===== config.mk =====
export PLATFORM = sky130hd
export DESIGN_NAME = bcd2_down_timer
export DESIGN_NICKNAME = d
export VERILOG_FILES = /design/src/rtl/bcd2_down_timer.sv
export SDC_FILE = /design/constraint.sdc
export NUM_CORES = 1
export LEC_CHECK = 0
export CAP_MARGIN = 10
export CELL_PAD_IN_SITES_DETAIL_PLACEMENT = 1
export CELL_PAD_IN_SITES_GLOBAL_PLACEMENT = 1
export CORE_MARGIN = 5
export CORE_UTILIZATION = 34
export CTS_CLUSTER_DIAMETER = 30
export DETAILED_ROUTE_END_ITERATION = 12
export PLACE_DENSITY = 0.81
export REMOVE_ABC_BUFFERS = 1
export SLEW_MARGIN = 20
export SYNTH_ARGS = -nofsm -noshare
export SYNTH_HDL_FRONTEND = slang
export SYNTH_SLANG_ARGS = --single-unit

===== constraint.sdc =====
create_clock -name clk -period 2.4 [get_ports clk]
set_input_delay 0.48 -clock clk [delete_from_list [all_inputs] [get_ports clk]]
set_output_delay 0.48 -clock clk [all_outputs]
set_load 0.01 [all_outputs]

===== src/rtl/bcd2_down_timer.sv =====
// Two-digit BCD countdown timer (00-99) with load, start/resume, pause and a
// one-cycle done pulse on reaching 00. All outputs are registered.
module bcd2_down_timer #(
    parameter logic TICK_ACTIVE = 1'b1
) (
    input  logic       clk,
    input  logic       rst,
    input  logic       tick,
    input  logic       load,
    input  logic [3:0] load_tens,
    input  logic [3:0] load_ones,
    input  logic       start,
    input  logic       pause,
    output logic [3:0] tens,
    output logic [3:0] ones,
    output logic       busy,
    output logic       done
);

    typedef enum logic [1:0] {
        S_IDLE   = 2'd0,
        S_RUN    = 2'd1,
        S_PAUSED = 2'd2,
        S_DONE   = 2'd3
    } state_t;

    state_t state;
    logic   tick_q;
    logic   count_zero;

    assign tick_q     = (tick == TICK_ACTIVE);
    assign count_zero = (tens == 4'd0) && (ones == 4'd0);

    // Loaded digits above 9 clamp to 9 so the display path only ever sees BCD.
    function automatic logic [3:0] sat9(input logic [3:0] d);
        return (d > 4'd9) ? 4'd9 : d;
    endfunction

    // NOTE: sequential state uses non-blocking assignments only, so every
    // register samples pre-edge values regardless of statement order.
    always_ff @(posedge clk) begin
        if (rst) begin
            state <= S_IDLE;
            tens  <= 4'd0;
            ones  <= 4'd0;
            busy  <= 1'b0;
            done  <= 1'b0;
        end else begin
            done <= 1'b0;
            case (state)
                S_IDLE: begin
                    if (load) begin
                        tens <= sat9(load_tens);
                        ones <= sat9(load_ones);
                    end else if (start) begin
                        if (count_zero) begin
                            state <= S_DONE;
                            done  <= 1'b1;
                        end else begin
                            state <= S_RUN;
                            busy  <= 1'b1;
                        end
                    end
                end
                S_RUN: begin
                    // load is ignored here; pause outranks tick and drops it.
                    if (pause) begin
                        state <= S_PAUSED;
                    end else if (tick_q) begin
                        if (ones != 4'd0) begin
                            ones <= ones - 4'd1;
                            if ((tens == 4'd0) && (ones == 4'd1)) begin
                                state <= S_DONE;
                                busy  <= 1'b0;
                                done  <= 1'b1;
                            end
                        end else if (tens != 4'd0) begin
                            ones <= 4'd9;
                            tens <= tens - 4'd1;
                        end else begin
                            state <= S_DONE;
                            busy  <= 1'b0;
                            done  <= 1'b1;
                        end
                    end
                end
                S_PAUSED: begin
                    if (load) begin
                        tens  <= sat9(load_tens);
                        ones  <= sat9(load_ones);
                        state <= S_IDLE;
                        busy  <= 1'b0;
                    end else if (start) begin
                        state <= S_RUN;
                    end
                end
                S_DONE: begin
                    if (load) begin
                        tens  <= sat9(load_tens);
                        ones  <= sat9(load_ones);
                        state <= S_IDLE;
                    end
                end
                default: begin
                    state <= S_IDLE;
                    busy  <= 1'b0;
                end
            endcase
        end
    end

endmodule


* Word-level counts from Yosys, hierarchy flattened
Index checks and enable logic that the tools add are counted.
Operators by class: add/sub/neg operators 2, magnitude comparators 2, eq/ne operators 21, multiplexer cells 45, reduce and logical (&&, ||, !) cells 13
Operator list (count):
- $mux W4 | 12
- $mux W2 | 11
- $ne A2 B2 Y1 const B | 9
- $mux W1 | 17
- $pmux W4 S2 | 2
- $ne A3 B3 Y1 const B | 5
- $reduce_and A9 Y1 | 1
- $gt A4 B4 Y1 const B | 2
- $logic_not A4 Y1 | 2
- $ne A4 B4 Y1 const B | 2
- $pmux W2 S4 | 1
- $reduce_bool A4 Y1 | 2
- $sub A4 B1 Y4 const B | 2
- $reduce_and A7 Y1 | 1
- $reduce_and A5 Y1 | 1
- $eq A2 B2 Y1 const B | 2
- $eq A4 B1 Y1 const B | 1
- $reduce_and A4 Y1 | 1
- $pmux W1 S3 | 1
- $reduce_bool A3 Y1 | 1
- $reduce_or A3 Y1 | 1
- $eq A2 B1 Y1 const B | 1
- $logic_and A1 B1 Y1 | 2
- $logic_not A2 Y1 | 1
- other kinds (2) | 2
Storage, ports and cells: input bits 14, register bits after elaboration 12

* Longest topological paths before layout
depth after elaboration 7, mapped depth 8

* Worst setup path after synthesis
No wires, ideal clock.
path type reg-to-reg, start register state[1], end register tens[1], setup slack 0.752 ns, required time 2.314 ns, stages on the path, launching flop included 9, arrival time 1.563 ns, cells stage by stage dfxtp_1 inv_1 ha_1 buf_4 and2b_1 a22oi_4 a21o_1 nor2_1 a211oi_1
Between the ends: word-level cells in the longest chain between the ends 4, elaborated cells between the ends (all ways) 12
RTL lines:
- start, declared | line 27 | state_t state;
- start signal, assigned | line 43 | state <= S_IDLE;
- start signal, assigned | line 57 | state <= S_DONE;
- start signal, assigned | line 60 | state <= S_RUN;
- $eq A2 B2 Y1 or $logic_not A2 Y1 (tied branches) | line 50 | case (state)
- $reduce_or A3 Y1 (no line)
- $ne A2 B1 Y1 (no line)
- $reduce_and A5 Y1 (no line)
- end signal, assigned | line 53 | tens <= sat9(load_tens);
- end signal, assigned | line 79 | tens <= tens - 4'd1;
- end signal, assigned | line 89 | tens <= sat9(load_tens);
- end, declared | line 14 | output logic [3:0] tens,
Several ways; a longest one is shown, not always the timed one. A chain may end at the register's enable or synchronous reset.

* Worst setup path after layout
start register state[1], end register ones[0]
Between the ends: word-level cells in the longest chain between the ends 4, elaborated cells between the ends (all ways) 11
RTL lines:
- $eq A2 B2 Y1 or $logic_not A2 Y1 (tied branches) | line 50
- $reduce_or A3 Y1 (no line)
- $ne A2 B1 Y1 (no line)
- $reduce_and A4 Y1 (no line)
- end signal, assigned | line 54 | ones <= sat9(load_ones);
- end signal, assigned | line 71 | ones <= ones - 4'd1;
- end signal, assigned | line 90 | ones <= sat9(load_ones);
- end, declared | line 15 | output logic [3:0] ones,
Several ways; a longest one is shown, not always the timed one.

==> results.json <==
{
  "status": "finished clean",
  "final.min_clock_period_ns": 2.019,
  "cts_tree": "done",
  "diodes": 0,
  "dp_hpwl_mm": 2.043,
  "async_flop_share_pct": 0,
  "syn_area_per_cell_um2": 7.836,
  "skew_ns": 0.001779,
  "first_iter_violations": 16,
  "final_nets": 161,
  "grt_overflow": 0,
  "cts_resized": 0,
  "layout_commonest_cell": "clkdlybuf4s50_1",
  "cp_max_fo": 10,
  "grt_util_all_layers_pct": 15.96,
  "critPathLaunchType": "flip-flop",
  "clk_latency_ns": 0.28,
  "h-tree-depth": 1,
  "ys_ff_latch": 12,
  "postCtsHoldBufs": 0,
  "drive_gt1_share_pct": 10.71,
  "grt_max_degree": 13,
  "power.density_mw_per_mm2": 1358,
  "layout_common_cells": "clkdlybuf4s50_1, nor2_1, dfxtp_1",
  "clockRootBuffer": "clkbuf_4",
  "ys_top_cells_by_area": "dfxtp_1, ha_1, nor2_1",
  "slew_headroom_pct": 66.87,
  "synth-main-ff-cell": "dfxtp_1",
  "cts_buffer_depth": 2,
  "worst_pin_slew_ns": 0.4954,
  "fp.dieH_um": 61.26,
  "ys_warn_count": 0,
  "period_share_pct": 84.13,
  "synth_area_leader_cell": "dfxtp_1",
  "die_area_mm2": 0.003753,
  "setup_viol": 0,
  "io_buffer_count": 23,
  "fmax_ghz": 0.4952,
  "hold_class": "reg -> reg",
  "finalSetupTns_ns": 0,
  "critPathCaptureType": "flip-flop",
  "netlist_area_um2": 893.4,
  "num_rows": 18,
  "postCtsSetupBuffers": 0,
  "drcViolationCount": 0,
  "antenna_found_initial": 0,
  "synth_cell_types": 38,
  "final_util_pct": 47.90,
  "via_count": 945,
  "cts.sinks": 12,
  "drv_cap": 0,
  "drt-vias-per-instance": 5.559,
  "postRouteAntennaNets": 0,
  "p_leak_nw": 0.4908,
  "syn_to_final_growth_pct": 34.03,
  "firstDrtPassIters": 4,
  "io_pins": 24,
  "grt_pass1_vias": 1015,
  "rsz0062_at_grt": "no",
  "grt_first_pass_wirelength_mm": 4.505,
  "synth_edf_count": 0,
  "netlist.area_leader.share_pct": 26.89,
  "arrival_ns": 2.17,
  "maxSlewViolCount": 0,
  "yosysSeqAreaShare_pct": 26.89,
  "routed_wl_mm": 2.653,
  "die_w_um": 61.26,
  "floorplan.initialDensity_pct": 35.74,
  "required_ns": 2.56,
  "place_congestion": 0.7932,
  "wl_per_cell_um": 15.61,
  "ir_worst_vdd_mv": 0.6449,
  "clk_pin_slew_ns": 0.08,
  "worstSetupPathType": "reg -> reg",
  "hold_viol_final": 0,
  "cts_buffers": 3,
  "synth_cells": 114,
  "core_area_mm2": 0.002500
}
metal layers:
metal	up-vias	GRT usage (%)	part of all wire, %
li1	461	-	-
met1	456	18.06	45
met2	23	29.61	50
met4	0	5.573	1.3
met3	5	2.935	4.2
met5	-	0	0
worst paths after layout:
path / from / end / slack, ns / depth (start not counted)
max: state[1]$_SDFFE_PP0P_ / ones[0]$_SDFFE_PP0P_ / 0.38 / 7
min reg2reg: tens[1]$_SDFFE_PP0P_ / tens[1]$_SDFFE_PP0P_ / 0.53 / 2
max reg2reg: state[1]$_SDFFE_PP0P_ / ones[0]$_SDFFE_PP0P_ / 0.38 / 7
min: tens[1]$_SDFFE_PP0P_ / tens[1]$_SDFFE_PP0P_ / 0.53 / 2
layout make-up:
class,count,area [um2]
clock buffer,4,36.28
multi-input combinational,89,600.6
timing repair buffer,25,245.2
sequential,12,240.2
tap,30,37.54
inverter,10,37.54
fill,327,1303
power breakdown:
part	internal, mW	switching [mW]	total, mW
Sequential	0.275	0.111	0.386
Combinational	0.486	0.582	1.07
Clock	0.0924	0.0798	0.172
Total	0.854	0.772	1.63
flip-flops by register name, summed over array words and instances (netlist names):
signal and flops:
busy 1, state 2, tens 4, done 1, ones 4
Yosys cell counts (2+ instances only):
master     count
nor2_1        14
dfxtp_1       12
nand2_1       11
a21oi_1        9
inv_1          9
o21ai_0        7
ha_1           6
nand3_1        4
nor3_1         4
a211oi_1       3
a2111oi_0      2
a21o_1         2
a22oi_1        2
clkbuf_1       2
mux2i_1        2
o211ai_1       2
o32ai_1        2
cells by family (layout without fill, tap and decap cells):
group	after synthesis	count (layout)	share of synthesized area, %
buffers and inverters	13	39	5.882
adders and majority gates	6	6	8.403
DFF	12	12	26.89
and+or+nand+nor	42	42	24.09
muxes	3	3	3.501
AOI/OAI and AO/OA	38	38	31.23
stage by stage:
step | hold WS, ns | cells | instance area, um2 | power, mW | setup slack, ns
after floorplan | 0.5008 | 111 | 878.3 | 1.090 | 0.5764
after global placement | 0.5191 | 166 | 1161 | 1.411 | 0.3355
after detailed placement | 0.5239 | 166 | 1161 | 1.457 | 0.3159
after CTS | 0.5397 | 170 | 1197 | 1.643 | 0.3697
after global routing | 0.5858 | 170 | 1197 | 1.789 | 0.2345
final | 0.5344 | 170 | 1197 | 1.626 | 0.3808
worst max-delay path: stages (launching register included):
cell	delay [ns]
dfxtp_1	0.35
inv_1	0.09
ha_1	0.41
and2b_1	0.31
a22oi_4	0.11
a31oi_2	0.31
mux2i_1	0.23
a21oi_1	0.08
(Power assumes the default switching activity.)
